$ cat src/rtl/mips_cpu_pkg.sv
// Shared definitions for the MIPS HI/LO multiply-divide unit: op encoding,
// iteration count and a magnitude helper used by the multiply and divide paths.
package mips_cpu_pkg;

    typedef enum logic [2:0] {
        OP_MULT  = 3'd0,
        OP_MULTU = 3'd1,
        OP_DIV   = 3'd2,
        OP_DIVU  = 3'd3,
        OP_MTHI  = 3'd4,
        OP_MTLO  = 3'd5
    } op_e;

    localparam int unsigned ITER_COUNT = 32;
    localparam int unsigned CNT_W      = $clog2(ITER_COUNT);

    // Absolute value when the operand is treated as signed; 0x80000000 stays 0x80000000.
    function automatic logic [31:0] magnitude(input logic [31:0] v, input logic sgn);
        return (sgn && v[31]) ? (~v + 32'd1) : v;
    endfunction

endpackage

$ cat src/rtl/mips_cpu_muldiv_if.sv
// Request/result bundle between the pipeline and the HI/LO multiply-divide unit.
interface mips_cpu_muldiv_if;
    logic        start;
    logic [2:0]  op;
    logic [31:0] A;
    logic [31:0] B;
    logic        busy;
    logic        done;
    logic [31:0] hi;
    logic [31:0] lo;

    modport master (output start, op, A, B, input busy, done, hi, lo);
    modport slave  (input start, op, A, B, output busy, done, hi, lo);
endinterface

$ cat src/rtl/mips_cpu_divider.sv
// Restoring unsigned divider: one quotient bit per cycle over ITER_COUNT cycles.
// Operands are magnitudes; sign handling is done by the caller.
module mips_cpu_divider
    import mips_cpu_pkg::*;
(
    input  logic        clk,
    input  logic        reset,
    input  logic        start,
    input  logic [31:0] dividend,
    input  logic [31:0] divisor,
    output logic        done,
    output logic [31:0] quotient,
    output logic [31:0] remainder
);

    logic             running;
    logic [CNT_W-1:0] cnt;
    logic [31:0]      quo;
    logic [31:0]      rem;
    logic [31:0]      dvs;
    logic [32:0]      rem_sh;
    logic             fits;

    // Dividend bits shift out of quo into rem while quotient bits shift in.
    assign rem_sh = {rem, quo[31]};
    assign fits   = rem_sh >= {1'b0, dvs};

    always_ff @(posedge clk) begin
        if (reset) begin
            running <= 1'b0;
            cnt     <= '0;
            quo     <= '0;
            rem     <= '0;
            dvs     <= '0;
        end else if (start) begin
            running <= 1'b1;
            cnt     <= CNT_W'(ITER_COUNT - 1);
            quo     <= dividend;
            rem     <= '0;
            dvs     <= divisor;
        end else if (running) begin
            if (fits) begin
                rem <= rem_sh[31:0] - dvs;
                quo <= {quo[30:0], 1'b1};
            end else begin
                rem <= rem_sh[31:0];
                quo <= {quo[30:0], 1'b0};
            end
            cnt <= cnt - CNT_W'(1);
            if (cnt == '0) begin
                running <= 1'b0;
            end
        end
    end

    assign done      = running && (cnt == '0);
    assign quotient  = quo;
    assign remainder = rem;

endmodule

$ cat src/rtl/mips_cpu_muldiv.sv
// MIPS HI/LO multiply-divide unit. Define MIPS_CPU_MULDIV_FAST_MULT_EN for a
// single-cycle combinational multiplier; otherwise multiply is 32-step shift-add.
module mips_cpu_muldiv
    import mips_cpu_pkg::*;
(
    input  logic              clk,
    input  logic              reset,
    mips_cpu_muldiv_if.slave  bus
);

    // state | meaning
    // IDLE  | waiting for a request; MTHI/MTLO complete here
    // CALC  | one multiply/divide iteration per cycle
    // FIXUP | sign correction; HI/LO written at the exit edge
    typedef enum logic [1:0] {IDLE, CALC, FIXUP} state_e;

    state_e           state, state_nxt;
    op_e              op_q;
    logic [31:0]      a_q, b_q, hi_q, lo_q;
    logic             done_q;
    logic [CNT_W-1:0] cnt;
    logic             accept, is_mul_req, is_div_req;
    logic             signed_q, is_div_q;
    logic             div_start, div_done;
    logic [31:0]      div_quo, div_rem;
    logic [63:0]      mul_full;
    logic [31:0]      res_hi, res_lo;

    assign accept     = bus.start && (state == IDLE);
    assign is_mul_req = (bus.op == OP_MULT) || (bus.op == OP_MULTU);
    assign is_div_req = (bus.op == OP_DIV)  || (bus.op == OP_DIVU);
    assign signed_q   = (op_q == OP_MULT) || (op_q == OP_DIV);
    assign is_div_q   = (op_q == OP_DIV)  || (op_q == OP_DIVU);
    assign div_start  = accept && is_div_req;

    always_ff @(posedge clk) begin
        if (reset) state <= IDLE;
        else       state <= state_nxt;
    end

    always_comb begin
        state_nxt = state;
        case (state)
            IDLE: begin
                if (accept) begin
`ifdef MIPS_CPU_MULDIV_FAST_MULT_EN
                    if (is_mul_req)      state_nxt = FIXUP;
                    else if (is_div_req) state_nxt = CALC;
`else
                    if (is_mul_req || is_div_req) state_nxt = CALC;
`endif
                end
            end
            CALC:    if (is_div_q ? div_done : (cnt == '0)) state_nxt = FIXUP;
            FIXUP:   state_nxt = IDLE;
            default: state_nxt = IDLE;
        endcase
    end

    mips_cpu_divider u_divider (
        .clk       (clk),
        .reset     (reset),
        .start     (div_start),
        .dividend  (magnitude(bus.A, bus.op == OP_DIV)),
        .divisor   (magnitude(bus.B, bus.op == OP_DIV)),
        .done      (div_done),
        .quotient  (div_quo),
        .remainder (div_rem)
    );

`ifdef MIPS_CPU_MULDIV_FAST_MULT_EN
    logic [63:0] ext_a, ext_b;
    // Sign-extending to 64 bits lets one unsigned multiply serve both MULT and MULTU.
    assign ext_a = signed_q ? {{32{a_q[31]}}, a_q} : {32'd0, a_q};
    assign ext_b = signed_q ? {{32{b_q[31]}}, b_q} : {32'd0, b_q};
`else
    logic [63:0] prod;
    logic [32:0] prod_sum;

    assign prod_sum = {1'b0, prod[63:32]} + (prod[0] ? {1'b0, magnitude(a_q, signed_q)} : 33'd0);

    always_ff @(posedge clk) begin
        if (reset) begin
            prod <= '0;
        end else if (accept && is_mul_req) begin
            prod <= {32'd0, magnitude(bus.B, bus.op == OP_MULT)};
        end else if ((state == CALC) && !is_div_q) begin
            prod <= {prod_sum, prod[31:1]};
        end
    end
`endif

    always_comb begin
        res_hi = hi_q;
        res_lo = lo_q;
`ifdef MIPS_CPU_MULDIV_FAST_MULT_EN
        mul_full = ext_a * ext_b;
`else
        mul_full = (signed_q && (a_q[31] ^ b_q[31])) ? (~prod + 64'd1) : prod;
`endif
        if (is_div_q) begin
            if (b_q == '0) begin
                res_hi = a_q;
                res_lo = '1;
            end else begin
                res_lo = (signed_q && (a_q[31] ^ b_q[31])) ? (~div_quo + 32'd1) : div_quo;
                res_hi = (signed_q && a_q[31]) ? (~div_rem + 32'd1) : div_rem;
            end
        end else begin
            res_hi = mul_full[63:32];
            res_lo = mul_full[31:0];
        end
    end

    always_ff @(posedge clk) begin
        if (reset) begin
            hi_q   <= '0;
            lo_q   <= '0;
            done_q <= 1'b0;
            op_q   <= OP_MULT;
            a_q    <= '0;
            b_q    <= '0;
            cnt    <= '0;
        end else begin
            done_q <= 1'b0;
            if (accept) begin
                if (bus.op == OP_MTHI) begin
                    hi_q <= bus.A;
                end else if (bus.op == OP_MTLO) begin
                    lo_q <= bus.A;
                end else if (is_mul_req || is_div_req) begin
                    op_q <= op_e'(bus.op);
                    a_q  <= bus.A;
                    b_q  <= bus.B;
                    cnt  <= CNT_W'(ITER_COUNT - 1);
                end
            end
            if (state == CALC) begin
                cnt <= cnt - CNT_W'(1);
            end
            if (state == FIXUP) begin
                hi_q   <= res_hi;
                lo_q   <= res_lo;
                done_q <= 1'b1;
            end
        end
    end

    assign bus.busy = (state != IDLE);
    assign bus.done = done_q;
    assign bus.hi   = hi_q;
    assign bus.lo   = lo_q;

endmodule

$ cat src/flat_wrapper.sv
// flat-port wrapper written by rule: the top's interface ports become plain ports
module mips_cpu_muldiv_flat import mips_cpu_pkg::*;
  (clk, reset, bus_start, bus_op, bus_A, bus_B, bus_busy, bus_done, bus_hi, bus_lo);
  mips_cpu_muldiv_if bus_i ();
  input  logic clk;
  input  logic reset;
  input wire logic [$bits(bus_i.start)-1:0] bus_start;
  input wire logic [$bits(bus_i.op)-1:0] bus_op;
  input wire logic [$bits(bus_i.A)-1:0] bus_A;
  input wire logic [$bits(bus_i.B)-1:0] bus_B;
  output wire logic [$bits(bus_i.busy)-1:0] bus_busy;
  output wire logic [$bits(bus_i.done)-1:0] bus_done;
  output wire logic [$bits(bus_i.hi)-1:0] bus_hi;
  output wire logic [$bits(bus_i.lo)-1:0] bus_lo;
  assign bus_i.start = bus_start;
  assign bus_i.op = bus_op;
  assign bus_i.A = bus_A;
  assign bus_i.B = bus_B;
  assign bus_busy = bus_i.busy;
  assign bus_done = bus_i.done;
  assign bus_hi = bus_i.hi;
  assign bus_lo = bus_i.lo;
  mips_cpu_muldiv u_core (.clk(clk), .reset(reset), .bus(bus_i));
endmodule
$ cat config.mk
export PLATFORM = sky130hd
export DESIGN_NAME = mips_cpu_muldiv_flat
export DESIGN_NICKNAME = d
export VERILOG_FILES = /design/src/rtl/mips_cpu_pkg.sv /design/src/rtl/mips_cpu_muldiv_if.sv /design/src/rtl/mips_cpu_divider.sv /design/src/rtl/mips_cpu_muldiv.sv /design/src/flat_wrapper.sv
export SDC_FILE = /design/constraint.sdc
export NUM_CORES = 1
export LEC_CHECK = 0
export CAP_MARGIN = 20
export CORE_ASPECT_RATIO = 0.75
export CORE_MARGIN = 8
export CORE_UTILIZATION = 35
export CTS_CLUSTER_SIZE = 28
export DETAILED_ROUTE_END_ITERATION = 8
export HOLD_SLACK_MARGIN = 0.06
export PLACE_DENSITY = 0.57
export SKIP_LAST_GASP = 1
export SYNTH_ARGS = -nofsm -noshare
export SYNTH_HDL_FRONTEND = slang
export SYNTH_HIERARCHICAL = 1
export SYNTH_SLANG_ARGS = --single-unit
export TNS_END_PERCENT = 100
$ cat constraint.sdc
create_clock -name clk -period 4.1 [get_ports clk]
set_input_delay 0.82 -clock clk [delete_from_list [all_inputs] [get_ports clk]]
set_output_delay 0.82 -clock clk [all_outputs]
set_load 0.02 [all_outputs]
# Word level (Yosys, flattened, before mapping)

Index checks and enable logic that the tools add are counted.

Multiplexer cells: 41
Eq/ne operators: 15
Add/sub/neg operators: 10
$lt $le $gt $ge: 1
Bitwise logic cells: 9
Reduce and logical (&&, ||, !) cells: 37

Operator list:

| cell                    | number |
|---|---|
| $mux W32                | 23 |
| $add A32 B1 Y32 const B | 5 |
| $not A32 Y32            | 5 |
| $add A64 B1 Y64 const B | 1 |
| $mux W64                | 1 |
| $not A64 Y64            | 1 |
| $mux W5                 | 7 |
| $add A32 B32 Y33        | 1 |
| $ge A33 B32 Y1          | 1 |
| $logic_not A32 Y1       | 1 |
| $sub A32 B32 Y32        | 1 |
| $reduce_bool A2 Y1      | 8 |
| $eq A3 B2 Y1 const B    | 4 |
| $logic_and A1 B1 Y1     | 10 |
| $logic_not A5 Y1        | 2 |
| $sub A5 B1 Y5 const B   | 2 |
| $ne A2 B2 Y1 const B    | 4 |
| $reduce_and A4 Y1       | 2 |
| $eq A3 B3 Y1 const B    | 2 |
| $logic_not A3 Y1        | 2 |
| $mux W1                 | 6 |
| $mux W2                 | 3 |
| $reduce_and A3 Y1       | 2 |
| $logic_or A1 B1 Y1      | 5 |
| other kinds (11)        | 14 |

Input port bits: 70
Logic and storage cells: 128
Output and inout bits: 66
Register bits: 305

# Logic depth before layout (Yosys ltp)

Depth after elaboration: 8
Mapped depth: 19

# Cells and area by module

Netlist, hierarchy kept.

Modules (own cells, without submodules):

| module           | area each (µm²) | seq. area each (µm²) | instances | cells each |
|---|---|---|---|---|
| mips_cpu_muldiv  | 15876.5         | 4063.9               | 1         | 2185 |
| mips_cpu_divider | 6264.8          | 2042.0               | 1         | 780 |

# Worst setup path before layout

OpenSTA, ideal clock, no wires.

Path type: register to register
From: reg u_core.a_q[0]
To: reg u_core.prod[62]
Setup time: 0.079 ns
Path slack: 0.201 ns
Arrival time: 3.820 ns
Path buffers: 1
Stages on the path, launching flop included: 18
Period minus slack after synthesis: 3.899 ns
Cell sequence: dfxtp_1 or4_1 nor3_1 and2_1 nand2_1 or2_1 o41ai_1 xor2_1 nor2_1 ha_1 clkbuf_1 and3_1 and3_1 nand4_1 a21o_1 o31ai_1 mux2_2 o211ai_1

Cells in the longest elaborated chain, start to end: 5

RTL lines:

| what                     | RTL line               | text |
|---|---|---|
| start: declaration       | mips_cpu_muldiv.sv:19  | `logic [31:0] a_q, b_q, hi_q, lo_q;` |
| start signal: assignment | mips_cpu_muldiv.sv:133 | `a_q <= bus.A;` |
| $not A32 Y32             | mips_cpu_pkg.sv:19     | `return (sgn && v[31]) ? (~v + 32'd1) : v;` |
| $add A32 B1 Y32          | mips_cpu_pkg.sv:19     |  |
| $mux W32 *               | mips_cpu_pkg.sv:19     |  |
| $mux W32 *               | mips_cpu_muldiv.sv:80  | `assign prod_sum = {1'b0, prod[63:32]} + (prod[0] ? {1'b0, magnitude(a_q, signed_q)} : 33'd0);` |
| $add A32 B32 Y33 *       | mips_cpu_muldiv.sv:80  |  |
| end signal: assignment   | mips_cpu_muldiv.sv:86  | `prod <= {32'd0, magnitude(bus.B, bus.op == OP_MULT)};` |
| end signal: assignment   | mips_cpu_muldiv.sv:88  | `prod <= {prod_sum, prod[31:1]};` |
| end: declaration         | mips_cpu_muldiv.sv:77  | `logic [63:0] prod;` |

Mark *: on every way between the ends. The rest lies on a longest branch, timed or not.
A chain may end at the register's enable or synchronous reset.

# Final worst setup path

Same ends and word-level chain as after synthesis.

==> summary.txt <==
CTS Buffer Depth -> 3
Worst Hold Launch -> u_core/b_q[11]
delay-heaviest family, CP -> simple AND/OR/NAND/NOR gates
core area -> 0.0631 sq mm
final core utilization -> 41.6%
HP Class -> reg2reg
arrival time at the worst endpoint -> 4370 ps
Hold Vio Cnt, Final -> 0
setup TNS -> 0 ps
aggregate global routing overflow -> 0
Cells after DPL -> 3842
fin crit share -> 94.3%
Post-synth top cells -> nand2_1, nor2_1, a21oi_1
Period minus WS final -> 3870 ps
cell with the most instances after synthesis -> nand2_1
Mapped Nets -> 3111
average size of a mapped cell -> 7.47 sq um
Reg clk slew, reported paths -> 60 ps
Row Count -> 80
Top Ports -> 136
Leakage -> 10.2 nW
Worst Path Buf+Inv -> 0
Post-Layout Inst Area -> 0.0262 sq mm
DRC -> 0
worst flop-to-flop path startpoint -> u_core/a_q[0]
Mapped Area -> 0.0221 sq mm
Setup-failing EPs final -> 0
DRT Pass-1 Iters -> 5
WHS -> 455 ps
Worst Tran Pin Value -> 1120 ps
clock root cell -> clkbuf_16
worst-path cell chain -> or4_4, nor3_2, and2_4, nand2_2, or2_4, o41ai_4, xor2_1, nor2_1, ha_1, and3_1, and3_1, nand4_1, o31ai_2, mux2_2, o211ai_1
pin count of the biggest net entering global routing -> 172
fin worst setup slack -> 233 ps
initial antenna violation count -> 0
DPL Wire Length -> 66200 um
Critical-path top delay cell -> or4_4
post-synth top area share -> 27.6%
Slew Viols, Final -> 0
H-tree levels -> 2
PnR Total Power -> 9.84 mW
Max VDD drop -> 0.000267 V
Total Nets Final -> 3209
Synth Flop Type -> dfxtp_1
DR vias -> 22600
final wirelength -> 87700 um
Worst Clk Skew -> 28.6 ps
hold-fix buffers at CTS -> 0
Via density -> 5.77
die width -> 306 um
Critical path origin -> u_core/a_q[0]
GP Congestion -> 0.939
post-synthesis sequential area ratio -> 27.6%
Initial Util -> 35.1%
synth top area cells -> dfxtp_1, a21oi_1, mux2i_1, xnor2_1, nand2_1
Fmax achieved -> 259 MHz
vias in the first global route -> 20400
Synth warnings -> 6
CTS Buf Count -> 39
GRT Overall Usage -> 23.3%
MaxCap Viol Count -> 0
first-pass GRT wire length -> 131000 um
crit end category -> flip-flop
CTS tree -> yes
Worst EP required -> 4600 ps
Worst Setup Path Type -> reg2reg
Placed Instance Area -> 0.0248 sq mm
die area -> 0.0716 sq mm
initial DRC count -> 2865
Area Growth Syn to Fin -> 18.4%
area leader, netlist -> dfxtp_1
Worst slew margin -> 25.1%
EDFF count, synth -> 0
synth unique cells -> 86
Critical Path Most Common Cell -> and3_1
Max stage delay on crit path -> 540 ps
CP Launch Type -> flip-flop
Mapped Cells -> 2965
Die H -> 234 um
wire per inst -> 22.4 um
#FFs+latches synth -> 305
Place WS -> -25.3 ps
IO Port Bufs -> 135
post-route ant nets -> 0
worst-skew pair later-pin latency -> 580 ps
ys async rst share -> 0%
critical path fanouts, max -> 6
layout cells sized above 1 -> 8.48%
final cell count without fillers -> 3911
CTS sink count -> 305
pwr dens -> 375 mW/mm^2
status -> finished clean
[routing by layer]
layer	global-route usage [%]	wire length, um	up-vias
met1	34.5	41300	10700
met5	0	0	-
met3	5.99	8980	99
li1	-	-	10700
met2	33.2	35600	978
met4	5.57	1830	0
[report_power, final]
| group | switching, mW | internal [mW] |
|---|---|---|
| combinational | 1.73 | 1.07 |
| sequential | 0.187 | 3.10 |
| clock | 1.47 | 2.28 |
[final cells by class]
| class | instances | area, sq um |
|---|---|---|
| inverter | 83 | 312 |
| sequential | 305 | 6110 |
| multi-input combinational | 2369 | 15000 |
| tap | 820 | 1030 |
| antenna | 1 | 2.50 |
| timing repair buffer | 265 | 2400 |
| fill | 6496 | 36800 |
| clock buffer | 55 | 1120 |
| clock inverter | 13 | 236 |
[cell families after synthesis]
logic type / after synthesis / synth area share (%)
xor+xnor: 278 / 11.0
buf+inv: 291 / 5.31
mux: 156 / 7.10
simple gates: 1055 / 21.9
flops: 305 / 27.6
fa+ha+maj: 76 / 4.36
compound gates: 804 / 22.8
[cells in the final DEF (no fill, tap or decap), types with 114 or more instances in the layout]
| master | instances |
|---|---|
| clkdlybuf4s50_1 | 134 |
| xor2_1 | 114 |
| a21oi_1 | 322 |
| mux2i_1 | 147 |
| dfxtp_1 | 304 |
| xnor2_1 | 164 |
| buf_4 | 124 |
| nand2_1 | 373 |
| o21ai_0 | 136 |
| nor2_1 | 332 |
[what timing repair did]
| item | CTS | global route |
|---|---|---|
| setup endpoints to repair | 2 | 8 |
| resized for setup | 1 | 22 |
| buffers inserted | 0 | 0 |
| pin swaps | 0 | 4 |
[path summary, 6_finish.rpt]
path | end | slack (ps) | depth (start not counted)
setup / recovery | u_core/prod[62] | 230 | 15
hold / removal | u_core/b_q[11] | 450 | 2
setup reg to reg | u_core/prod[62] | 230 | 15
hold reg to reg | u_core/b_q[11] | 450 | 2
[flip-flops by register name (all words and copies together), names as in the netlist, 3 cells and up]
register                    flops
u_core/cnt                      5
u_core/bus.hi                  32
u_core/u_divider/dvs           32
u_core/bus.lo                  32
u_core/prod                    64
u_core/b_q                     32
u_core/u_divider/quotient      32
u_core/u_divider/cnt            5
u_core/a_q                     32
u_core/u_divider/remainder     32
u_core/op_q                     3
[worst min-delay path: cells and delay by family, from the launching register on]
family	cells	cell delay (ps)
flops	1	300
simple gates	1	50
compound gates	1	50
(Power assumes the default switching activity.)
